$ cat src/rtl/calc_disp_scan_if.sv
// Core-to-display bundle: digit stream from the calculator core and the
// multiplexed 7-segment drive returned towards the board.
interface calc_disp_scan_if;
    // Stream protocol: there is no valid/ready pair. Every clock the core presents
    // one digit; pos 0..7 is a write of data to that slot, pos 8 closes the sweep
    // (commit if all eight slots were written), and pos 9..15 are ignored. The
    // display side never stalls the core.
    logic [3:0] data;
    logic [3:0] pos;
    logic [1:0] status;
    logic [7:0] an;
    logic [6:0] seg;
    logic       dp;
    logic       frame_valid;

    modport master (
        output data, pos, status,
        input  an, seg, dp, frame_valid
    );

    modport slave (
        input  data, pos, status,
        output an, seg, dp, frame_valid
    );
endinterface

$ cat src/rtl/calc_disp_scan.sv
// Frame capture, leading-zero blanking and 8-digit common-anode scan for the
// calculator display. Optional macro CALC_DISP_ERR_BLINK_EN makes "Err" blink.
module calc_disp_scan #(
    parameter int REFRESH_DIV = 50000,
    parameter int BLINK_DIV   = 25000000
) (
    input  logic              clock,
    input  logic              reset,
    calc_disp_scan_if.slave   core
);

    localparam int RW = $clog2(REFRESH_DIV);
    localparam logic [RW-1:0] REFRESH_LAST = RW'(REFRESH_DIV - 1);

    localparam logic [6:0] SEG_BLANK = 7'h7F;
    localparam logic [6:0] SEG_E     = 7'h06;
    localparam logic [6:0] SEG_R     = 7'h2F;

    if (REFRESH_DIV < 2) begin : g_bad_refresh
        $error("calc_disp_scan: REFRESH_DIV must be >= 2");
    end
    if (BLINK_DIV < 1) begin : g_bad_blink
        $error("calc_disp_scan: BLINK_DIV must be >= 1");
    end

    logic [3:0]    shadow [8];
    logic [3:0]    frame  [8];
    logic [7:0]    mask;
    logic          frame_valid_q;
    logic [RW-1:0] refresh_cnt;
    logic [2:0]    scan;
    logic [2:0]    msd;

    logic [7:0]    an_q,  an_d;
    logic [6:0]    seg_q, seg_d;
    logic          dp_q,  dp_d;

    logic pos_digit;
    logic pos_idle;
    logic commit;
    logic is_err;
    logic is_busy;
    logic blink_off;

    assign pos_digit = (core.pos <= 4'd7);
    assign pos_idle  = (core.pos == 4'd8);
    assign commit    = pos_idle && (mask == 8'hFF);
    assign is_err    = (core.status == 2'b00);
    assign is_busy   = (core.status == 2'b01);

    function automatic logic [6:0] seg_of(input logic [3:0] v);
        logic [6:0] s;
        case (v)
            4'd0:    s = 7'b1000000;
            4'd1:    s = 7'b1111001;
            4'd2:    s = 7'b0100100;
            4'd3:    s = 7'b0110000;
            4'd4:    s = 7'b0011001;
            4'd5:    s = 7'b0010010;
            4'd6:    s = 7'b0000010;
            4'd7:    s = 7'b1111000;
            4'd8:    s = 7'b0000000;
            4'd9:    s = 7'b0010000;
            default: s = 7'b0111111;
        endcase
        return s;
    endfunction

    // Shadow collects the sweep in progress; the mask records which slots were
    // written so a sweep with a skipped position never reaches the frame buffer.
    always_ff @(posedge clock or negedge reset) begin
        if (!reset) begin
            for (int i = 0; i < 8; i++) begin
                shadow[i] <= 4'd0;
            end
            mask <= 8'h00;
        end else if (pos_digit) begin
            shadow[core.pos[2:0]] <= core.data;
            mask[core.pos[2:0]]   <= 1'b1;
        end else if (pos_idle) begin
            mask <= 8'h00;
        end
    end

    always_ff @(posedge clock or negedge reset) begin
        if (!reset) begin
            for (int i = 0; i < 8; i++) begin
                frame[i] <= 4'd0;
            end
            frame_valid_q <= 1'b0;
        end else if (commit) begin
            for (int i = 0; i < 8; i++) begin
                frame[i] <= shadow[i];
            end
            frame_valid_q <= 1'b1;
        end
    end

    always_ff @(posedge clock or negedge reset) begin
        if (!reset) begin
            refresh_cnt <= '0;
            scan        <= 3'd0;
        end else if (refresh_cnt == REFRESH_LAST) begin
            refresh_cnt <= '0;
            scan        <= scan + 3'd1;
        end else begin
            refresh_cnt <= refresh_cnt + RW'(1);
        end
    end

`ifdef CALC_DISP_ERR_BLINK_EN
    localparam int BW = (BLINK_DIV > 1) ? $clog2(BLINK_DIV) : 1;
    localparam logic [BW-1:0] BLINK_LAST = BW'(BLINK_DIV - 1);

    logic [BW-1:0] blink_cnt;
    logic          blink_phase;

    // The blink restarts from the lit phase each time the core enters error.
    always_ff @(posedge clock or negedge reset) begin
        if (!reset) begin
            blink_cnt   <= '0;
            blink_phase <= 1'b0;
        end else if (!is_err) begin
            blink_cnt   <= '0;
            blink_phase <= 1'b0;
        end else if (blink_cnt == BLINK_LAST) begin
            blink_cnt   <= '0;
            blink_phase <= ~blink_phase;
        end else begin
            blink_cnt <= blink_cnt + BW'(1);
        end
    end

    assign blink_off = is_err && blink_phase;
`else
    assign blink_off = 1'b0;
`endif

    always_comb begin
        msd = 3'd0;
        for (int i = 1; i < 8; i++) begin
            if (frame[i] != 4'd0) begin
                msd = 3'(i);
            end
        end
    end

    // Until the first frame lands the display stays fully dark, error included.
    always_comb begin
        an_d  = 8'hFF;
        seg_d = SEG_BLANK;
        dp_d  = 1'b1;
        if (frame_valid_q) begin
            an_d = ~(8'h01 << scan);
            if (is_err) begin
                if (scan == 3'd2) begin
                    seg_d = SEG_E;
                end else if (scan < 3'd2) begin
                    seg_d = SEG_R;
                end
            end else if (scan <= msd) begin
                seg_d = seg_of(frame[scan]);
            end
            if (is_busy && (scan == 3'd0)) begin
                dp_d = 1'b0;
            end
            if (blink_off) begin
                an_d = 8'hFF;
            end
        end
    end

    always_ff @(posedge clock or negedge reset) begin
        if (!reset) begin
            an_q  <= 8'hFF;
            seg_q <= SEG_BLANK;
            dp_q  <= 1'b1;
        end else begin
            an_q  <= an_d;
            seg_q <= seg_d;
            dp_q  <= dp_d;
        end
    end

    assign core.an          = an_q;
    assign core.seg         = seg_q;
    assign core.dp          = dp_q;
    assign core.frame_valid = frame_valid_q;

endmodule
$ cat src/flat_wrapper.sv
// flat-port wrapper written by rule: the top's interface ports become plain ports
module calc_disp_scan_flat 
#(
    parameter int REFRESH_DIV = 50000,
    parameter int BLINK_DIV   = 25000000
)
  (clock, reset, core_data, core_pos, core_status, core_an, core_seg, core_dp, core_frame_valid);
  calc_disp_scan_if core_i ();
  input  logic clock;
  input  logic reset;
  input wire logic [$bits(core_i.data)-1:0] core_data;
  input wire logic [$bits(core_i.pos)-1:0] core_pos;
  input wire logic [$bits(core_i.status)-1:0] core_status;
  output wire logic [$bits(core_i.an)-1:0] core_an;
  output wire logic [$bits(core_i.seg)-1:0] core_seg;
  output wire logic [$bits(core_i.dp)-1:0] core_dp;
  output wire logic [$bits(core_i.frame_valid)-1:0] core_frame_valid;
  assign core_i.data = core_data;
  assign core_i.pos = core_pos;
  assign core_i.status = core_status;
  assign core_an = core_i.an;
  assign core_seg = core_i.seg;
  assign core_dp = core_i.dp;
  assign core_frame_valid = core_i.frame_valid;
  calc_disp_scan #(.REFRESH_DIV(REFRESH_DIV), .BLINK_DIV(BLINK_DIV)) u_core (.clock(clock), .reset(reset), .core(core_i));
endmodule
$ cat config.mk
export PLATFORM = sky130hd
export DESIGN_NAME = calc_disp_scan_flat
export DESIGN_NICKNAME = d
export VERILOG_FILES = /design/src/rtl/calc_disp_scan_if.sv /design/src/rtl/calc_disp_scan.sv /design/src/flat_wrapper.sv
export SDC_FILE = /design/constraint.sdc
export NUM_CORES = 1
export LEC_CHECK = 0
export ABC_AREA = 1
export BUFFER_PORTS_ARGS = -buffer_cell sky130_fd_sc_hd__buf_2
export CAP_MARGIN = 25
export CORE_UTILIZATION = 40
export CTS_CLUSTER_SIZE = 20
export DETAILED_ROUTE_END_ITERATION = 8
export SLEW_MARGIN = 20
export SYNTH_ARGS = -nofsm -noshare
export SYNTH_HDL_FRONTEND = slang
export SYNTH_SLANG_ARGS = --single-unit
$ cat constraint.sdc
create_clock -name clock -period 4.7 [get_ports clock]
set_clock_uncertainty 0.05 [all_clocks]
set_input_delay 0.47 -clock clock [delete_from_list [all_inputs] [get_ports clock]]
set_output_delay 0.47 -clock clock [all_outputs]
set_load 0.01 [all_outputs]
==> impl_metrics.prom, run 1 <==
# TYPE chip_impl_metric gauge
chip_impl_metric{name="number_of_antenna_violations_at_the_first_check_in_global_routing",unit=""} 0
chip_impl_metric{name="synth_top_cell_area_share",unit=""} 0.4403
chip_impl_metric{name="power.ir.vdd_worst",unit="mV"} 0.1672
chip_impl_metric{name="worst_ep_required_time",unit="ns"} 4.93
chip_impl_metric{name="final_net_count",unit=""} 649
chip_impl_metric{name="cts-resized-gates",unit=""} 0
chip_impl_metric{name="avgSynthCellArea",unit="um^2"} 8.803
chip_impl_metric{name="drtAntennaViolNets",unit=""} 0
chip_impl_metric{name="max_cap_violations",unit=""} 0
chip_impl_metric{name="preCtsSetupSlack",unit="ns"} 2.207
chip_impl_info{name="layout_common_cells",value="144 x sky130_fd_sc_hd__nand2_1, 92 x sky130_fd_sc_hd__dfrtp_1, 76 x sky130_fd_sc_hd__inv_1"} 1
chip_impl_info{name="grt_setup_unrepaired",value="false"} 1
chip_impl_metric{name="setup_slack",unit="ns"} 2.190
chip_impl_metric{name="synth_seq_cells",unit=""} 108
chip_impl_metric{name="overflow",unit=""} 0
chip_impl_metric{name="leakage",unit="nW"} 2.853
chip_impl_metric{name="worst_pin_slew",unit="ns"} 0.8024
chip_impl_info{name="worst_hold_path_type",value="input pin to async pin"} 1
chip_impl_metric{name="detail_route.first_pass.iterations",unit=""} 5
chip_impl_metric{name="dp.cells",unit=""} 783
chip_impl_metric{name="buffer_ports.inserted",unit=""} 28
chip_impl_metric{name="worstPathBufferInverterCount",unit=""} 3
chip_impl_metric{name="rrSetupSlack",unit="ns"} 2.19
chip_impl_metric{name="cts.repair_timing.setup_buffer_count",unit=""} 0
chip_impl_metric{name="setup-violations-final",unit=""} 0
chip_impl_info{name="worstSetupPathType",value="flop to flop"} 1
chip_impl_info{name="cts-root-buf",value="sky130_fd_sc_hd__clkbuf_16"} 1
chip_impl_metric{name="hold_viol_final",unit=""} 0
chip_impl_metric{name="grt_start_max_net_pins",unit=""} 83
chip_impl_info{name="end_kind",value="flop"} 1
chip_impl_info{name="tritoncts",value="yes"} 1
chip_impl_info{name="run_status",value="finished, final reports clean"} 1
chip_impl_info{name="worstPathCellList",value="inv_2 -> nand2_1 -> nand3_1 -> nand2_1 -> o21ai_1 -> inv_1 -> ha_1 -> inv_1 -> nand3_1 -> nand3_1 -> nand3_1 -> nand2_1 -> nand2_1"} 1
chip_impl_metric{name="post-route-period-util",unit=""} 0.5339
chip_impl_metric{name="routed_wirelength",unit="um"} 10440
chip_impl_info{name="synth.largest_area_cell",value="sky130_fd_sc_hd__dfrtp_1"} 1
chip_impl_metric{name="post_syn_area",unit="um^2"} 5229
chip_impl_metric{name="max-slew-margin-rel",unit=""} 0.4651
chip_impl_metric{name="max_stage_delay",unit="ns"} 0.68
chip_impl_metric{name="worst-path-max-fanout",unit=""} 24
chip_impl_metric{name="vias_per_cell",unit=""} 4.825
chip_impl_metric{name="finish.utilization",unit=""} 0.4592
chip_impl_metric{name="timing.final.crit_period",unit="ns"} 2.510
chip_impl_metric{name="post_synth_num_cell_types",unit=""} 32
chip_impl_info{name="critPathSlowestCell",value="sky130_fd_sc_hd__dfrtp_1"} 1
chip_impl_metric{name="horiz_die_dim",unit="um"} 116.3
chip_impl_metric{name="synth-seq-area-share",unit=""} 0.5207
chip_impl_metric{name="cellPowerDensity",unit="nW/um^2"} 365.6
chip_impl_metric{name="fmax",unit="MHz"} 398.5
chip_impl_metric{name="clk-insertion-delay-late",unit="ns"} 0.35
chip_impl_metric{name="die_h",unit="um"} 116.3
chip_impl_metric{name="post_cts_hold_buffer_count",unit=""} 0
chip_impl_info{name="crit_path_start_kind",value="flop"} 1
chip_impl_metric{name="vias_in_the_first_global_route",unit=""} 3673
chip_impl_metric{name="rows",unit=""} 41
chip_impl_metric{name="vias",unit=""} 3855
chip_impl_metric{name="core",unit="um^2"} 12670
chip_impl_metric{name="grt_first_pass_wirelength",unit="um"} 17710
chip_impl_metric{name="timing.final.max_slew_violations",unit=""} 0
chip_impl_metric{name="clkTransAtPathRegs",unit="ns"} 0.07
chip_impl_metric{name="drc",unit=""} 0
chip_impl_metric{name="cts_inserted_buffers",unit=""} 9
chip_impl_metric{name="cts.htree.levels",unit=""} 3
chip_impl_metric{name="wire_per_inst",unit="um"} 13.07
chip_impl_metric{name="layoutNonFillerInstCount",unit=""} 799
chip_impl_metric{name="clkSinkCount",unit=""} 108
chip_impl_metric{name="synthCells",unit=""} 594
chip_impl_info{name="netlist_top_cells_area",value="sky130_fd_sc_hd__dfrtp_1 44%, sky130_fd_sc_hd__nand2_1 10%, sky130_fd_sc_hd__dfstp_2 8.0%"} 1
chip_impl_metric{name="fin_setup_tns",unit="ns"} 0
chip_impl_metric{name="floorplan_die_area",unit="um^2"} 13530
chip_impl_metric{name="top_ports",unit=""} 29
chip_impl_metric{name="dpl.hpwl",unit="um"} 7496
chip_impl_metric{name="share_of_post_route_cells_with_drive_strength_above_1",unit=""} 0.1946
chip_impl_metric{name="cts_max_path_buffers",unit=""} 2
chip_impl_metric{name="synthToLayoutAreaGrowth",unit="%"} 11.27
chip_impl_metric{name="globalRouteTotalUtil",unit=""} 0.1717
chip_impl_info{name="path_delay_family",value="flip-flops"} 1
chip_impl_metric{name="num_antenna_cells",unit=""} 0
chip_impl_metric{name="floorplan.initialDensity",unit=""} 0.4127
chip_impl_metric{name="synth_nets",unit=""} 621
chip_impl_metric{name="synth-warning-count",unit=""} 0
chip_impl_metric{name="drt-initial-drc-count",unit=""} 225
chip_impl_metric{name="gp_congestion",unit=""} 0.8846
chip_impl_info{name="mostFrequentLayoutCell",value="sky130_fd_sc_hd__nand2_1"} 1
chip_impl_metric{name="arrival",unit="ns"} 2.74
[flip-flops by register name, indices dropped and copies added (netlist names)]
| name | cells |
|---|---|
| u_core.refresh_cnt | 16 |
| u_core.core.an | 8 |
| u_core.frame | 32 |
| u_core.core.frame_valid | 1 |
| u_core.core.seg | 7 |
| u_core.mask | 8 |
| u_core.core.dp | 1 |
| u_core.shadow | 32 |
| u_core.scan | 3 |
[final timing paths]
kind                                            start                     to  depth (start not counted)
worst max register to register         u_core.scan[0]     u_core.core.seg[5]                         13
min in group clock                     core_status[1]         u_core.core.dp                          2
worst min-delay path                            reset       u_core.frame[27]                          1
worst min register to register  u_core.refresh_cnt[0]  u_core.refresh_cnt[0]                          1
max in group asynchronous                       reset      u_core.core.an[3]                          2
worst max-delay path                   u_core.scan[0]     u_core.core.seg[5]                         13
[report_power, final]
group,leakage (nW),internal (mW),total [mW],switching (mW)
Combinational,1.45,0.0797,0.216,0.136
Clock,0.160,0.484,0.819,0.335
Sequential,1.24,1.04,1.09,0.0542
Total,2.85,1.60,2.13,0.525
[per-layer routing]
layer | GRT usage | share of wire
met2 | 0.2659 | 0.44
met1 | 0.2370 | 0.50
met4 | 0.07949 | 0.022
met3 | 0.02647 | 0.038
met5 | 0 | 0
[area by class of cell]
class | instances | area, um^2
clock buffer | 11 | 242.7
clock inverter | 5 | 82.58
fill | 1231 | 6853
inverter | 81 | 304.0
multi-input combinational | 392 | 2090
sequential | 108 | 2723
tap | 172 | 215.2
timing repair buffer | 30 | 161.4
[metrics by stage]
stage	area, um^2	hold WS [ns]	power (mW)
2_1_floorplan	5229	0.1244	1.246
3_3_place_gp	5489	0.3953	1.322
3_5_place_dp	5489	0.4129	1.329
4_1_cts	5814	0.2724	2.155
5_1_grt	5818	0.1458	2.230
6_report	5818	0.1043	2.127
[logic make-up after synthesis]
logic type,count (synthesis),share of synthesized area
adder cells (fa/ha/maj),15,0.03589
AND/OR/NAND/NOR,281,0.2441
flip-flops,108,0.5207
AO/OA/AOI/OAI,89,0.1079
XOR/XNOR,7,0.01173
buffers and inverters,94,0.07968
[worst register-to-register path, cell delays in order (launching register included)]
cell and delay, ns:
sky130_fd_sc_hd__dfrtp_1 0.68, sky130_fd_sc_hd__inv_2 0.40, sky130_fd_sc_hd__nand2_1 0.12, sky130_fd_sc_hd__nand3_1 0.08, sky130_fd_sc_hd__nand2_1 0.06, sky130_fd_sc_hd__o21ai_1 0.32, sky130_fd_sc_hd__inv_1 0.12, sky130_fd_sc_hd__ha_1 0.21
sky130_fd_sc_hd__inv_1 0.05, sky130_fd_sc_hd__nand3_1 0.09, sky130_fd_sc_hd__nand3_1 0.09, sky130_fd_sc_hd__nand3_1 0.07, sky130_fd_sc_hd__nand2_1 0.06, sky130_fd_sc_hd__nand2_1 0.04
[synth_stat cells, drive strengths merged]
library cell	n
a21oi	39
a32oi	1
buf	10
clkbuf	3
dfrtp	92
dfstp	16
ha	15
inv	81
nand2	149
nand3	42
nand3b	1
nand4	6
nor2	63
nor3	6
nor4	12
o21ai	48
o31ai	1
or2	1
or3b	1
xnor2	1
xor2	6
No activity file was read; power rests on OpenSTA's default activity.
==> inputs of run 2 (changes only) <==
Clock period 4.7 ns to 2.39 ns, I/O delays scaled along.
==> impl_metrics.prom, run 2 (same netlist as run 1, synthesis figures left out) <==
# TYPE chip_impl_metric gauge
chip_impl_metric{name="buffer_ports.inserted",unit=""} 28
chip_impl_metric{name="filler_cell_count",unit=""} 1246
chip_impl_info{name="grt_setup_unrepaired",value="false"} 1
chip_impl_metric{name="clk-insertion-delay-late",unit="ns"} 0.34
chip_impl_metric{name="clkTransAtPathRegs",unit="ns"} 0.07
chip_impl_info{name="crit_end",value="u_core.core.seg[0]"} 1
chip_impl_metric{name="timing.hold.ws",unit="ns"} 0.06474
chip_impl_metric{name="gp_congestion",unit=""} 0.8385
chip_impl_metric{name="setup-violations-final",unit=""} 0
chip_impl_metric{name="rrSetupSlack",unit="ns"} 0.25
chip_impl_metric{name="horiz_die_dim",unit="um"} 116.3
chip_impl_metric{name="dpl.hpwl",unit="um"} 7659
chip_impl_metric{name="grt_first_pass_wirelength",unit="um"} 18420
chip_impl_metric{name="cellPowerDensity",unit="nW/um^2"} 687.4
chip_impl_metric{name="hold_viol_final",unit=""} 0
chip_impl_metric{name="seq_area",unit="um^2"} 2723
chip_impl_metric{name="detail_route.first_pass.iterations",unit=""} 5
chip_impl_metric{name="wire_per_inst",unit="um"} 13.31
chip_impl_metric{name="grt_start_max_net_pins",unit=""} 66
chip_impl_metric{name="rows",unit=""} 41
chip_impl_metric{name="arrival",unit="ns"} 2.37
chip_impl_metric{name="worst_ep_required_time",unit="ns"} 2.62
chip_impl_metric{name="num_antenna_cells",unit=""} 0
chip_impl_metric{name="post-route-period-util",unit=""} 0.8950
chip_impl_metric{name="leakage",unit="nW"} 2.870
chip_impl_metric{name="cts_max_path_buffers",unit=""} 2
chip_impl_info{name="reg.largest.list",value="u_core.frame x32, u_core.shadow x32, u_core.refresh_cnt x16"} 1
chip_impl_metric{name="timing.final.crit_period",unit="ns"} 2.139
chip_impl_metric{name="number_of_antenna_violations_at_the_first_check_in_global_routing",unit=""} 0
chip_impl_info{name="tritoncts",value="yes"} 1
chip_impl_metric{name="vias",unit=""} 3867
chip_impl_metric{name="fmax",unit="MHz"} 467.5
chip_impl_info{name="crit_path_start_kind",value="flop"} 1
chip_impl_metric{name="fin_setup_tns",unit="ns"} 0
chip_impl_metric{name="drc",unit=""} 0
chip_impl_info{name="mostFrequentLayoutCell",value="sky130_fd_sc_hd__nand2_1"} 1
chip_impl_metric{name="clkSinkCount",unit=""} 108
chip_impl_metric{name="reg2regPathDepth",unit=""} 11
chip_impl_metric{name="drt-initial-drc-count",unit=""} 291
chip_impl_metric{name="overflow",unit=""} 0
chip_impl_metric{name="cts_inserted_buffers",unit=""} 9
chip_impl_metric{name="multi_input_area",unit="um^2"} 2117
chip_impl_info{name="r2r_start",value="u_core.frame[9]"} 1
chip_impl_metric{name="vias_per_cell",unit=""} 4.810
chip_impl_metric{name="setup_slack",unit="ns"} 0.2510
chip_impl_metric{name="max_cap_violations",unit=""} 0
chip_impl_metric{name="final_net_count",unit=""} 655
chip_impl_metric{name="core",unit="um^2"} 12670
chip_impl_metric{name="preCtsSetupSlack",unit="ns"} 0.1573
chip_impl_info{name="run_status",value="finished, final reports clean"} 1
chip_impl_metric{name="drtAntennaViolNets",unit=""} 0
chip_impl_metric{name="vias_in_the_first_global_route",unit=""} 3769
chip_impl_metric{name="cts.repair_timing.setup_buffer_count",unit=""} 0
chip_impl_metric{name="max-slew-margin-rel",unit=""} 0.7282
chip_impl_metric{name="power.ir.vdd_worst",unit="mV"} 0.3789
chip_impl_metric{name="floorplan.initialDensity",unit=""} 0.4127
chip_impl_info{name="layout_common_cells",value="144 x sky130_fd_sc_hd__nand2_1, 92 x sky130_fd_sc_hd__dfrtp_1, 76 x sky130_fd_sc_hd__inv_1"} 1
chip_impl_info{name="cp-startpoint",value="u_core.frame[9]"} 1
chip_impl_metric{name="globalRouteTotalUtil",unit=""} 0.1758
chip_impl_metric{name="cts.htree.levels",unit=""} 3
chip_impl_metric{name="synthToLayoutAreaGrowth",unit="%"} 12.32
chip_impl_info{name="worst_reg2reg_path_endpoint",value="u_core.core.seg[0]"} 1
chip_impl_metric{name="timing.final.max_slew_violations",unit=""} 0
chip_impl_info{name="worst_hold_path_type",value="input pin to flop"} 1
chip_impl_metric{name="worst_pin_slew",unit="ns"} 0.4040
chip_impl_metric{name="timing.hold.worst_path_depth",unit=""} 2
chip_impl_info{name="cts-root-buf",value="sky130_fd_sc_hd__clkbuf_16"} 1
chip_impl_info{name="end_kind",value="flop"} 1
chip_impl_metric{name="share_of_post_route_cells_with_drive_strength_above_1",unit=""} 0.2025
chip_impl_metric{name="die_h",unit="um"} 116.3
chip_impl_metric{name="worst-path-max-fanout",unit=""} 5
chip_impl_metric{name="routed_wirelength",unit="um"} 10700
chip_impl_metric{name="floorplan_die_area",unit="um^2"} 13530
chip_impl_info{name="worstSetupPathType",value="flop to flop"} 1
chip_impl_metric{name="top_ports",unit=""} 29
-- run 2: changes by cell type in the layout (fill, tap and decap cells not counted), sizes merged --
cell / delta
dlygate4sd3: +1
inv: -1
buf: +5
clkinvlp: +1
bufinv: -1
-- run 2: layout make-up --
class / count / area share
Clock buffer: 11 / 0.03963
Clock inverter: 4 / 0.008735
Inverter: 81 / 0.05177
Multi-Input combinational cell: 392 / 0.3605
Sequential cell: 108 / 0.4636
Tap cell: 172 / 0.03664
Timing Repair Buffer: 36 / 0.03920
-- run 2: repair_timing --
action	in CTS	in global routing
hold buffers	1	0
endpoints found under the hold margin	12	0
resized for setup	0	4
endpoints found under the setup margin	0	6
-- run 2: power by group --
group | internal (mW) | total [mW] | switching, mW
Sequential | 2.04 | 2.16 | 0.117
Combinational | 0.161 | 0.433 | 0.272
Clock | 0.808 | 1.44 | 0.636
Total | 3.01 | 4.04 | 1.03
-- run 2: stage by stage --
step                        util  area [um^2]  std cells  power [mW]
after floorplan                -         5229        594       2.450
after global placement    0.4381         5552        788       2.600
after detailed placement  0.4381         5552        788       2.619
after CTS                 0.4613         5846        804       4.073
after global routing      0.4635         5873        804       4.260
final                     0.4635         5873        804       4.037
-- run 2: worst min path at each step --
stage | start | end | slack [ns]
6_report | core_status[1] | u_core.core.dp | 0.06
5_1_grt | core_status[1] | u_core.core.dp | 0.07
4_1_cts | core_status[1] | u_core.core.dp | 0.07
3_5_place_dp | reset | u_core.core.frame_valid | 0.14
3_3_place_gp | reset | u_core.core.frame_valid | 0.14
2_1_floorplan | reset | u_core.core.frame_valid | -0.11
-- run 2: critical path, cell delays in order, from the launching register on --
cell	delay, ns
sky130_fd_sc_hd__dfrtp_1	0.40
sky130_fd_sc_hd__nor4_2	0.36
sky130_fd_sc_hd__nand2_1	0.13
sky130_fd_sc_hd__a21oi_1	0.15
sky130_fd_sc_hd__nor2_1	0.06
sky130_fd_sc_hd__ha_1	0.29
sky130_fd_sc_hd__nand3b_1	0.08
sky130_fd_sc_hd__a32oi_1	0.21
sky130_fd_sc_hd__inv_1	0.13
sky130_fd_sc_hd__nand3_1	0.10
sky130_fd_sc_hd__nand2_1	0.05
sky130_fd_sc_hd__nand2_1	0.06
-- run 2: routing by layer --
metal / global-route usage / up-vias / routed length, um
li1: - / 1953 / -
met1: 0.2464 / 1824 / 5329
met2: 0.2722 / 82 / 4866
met3: 0.03944 / 8 / 404
met4: 0.05128 / 0 / 104
met5: 0 / - / 0
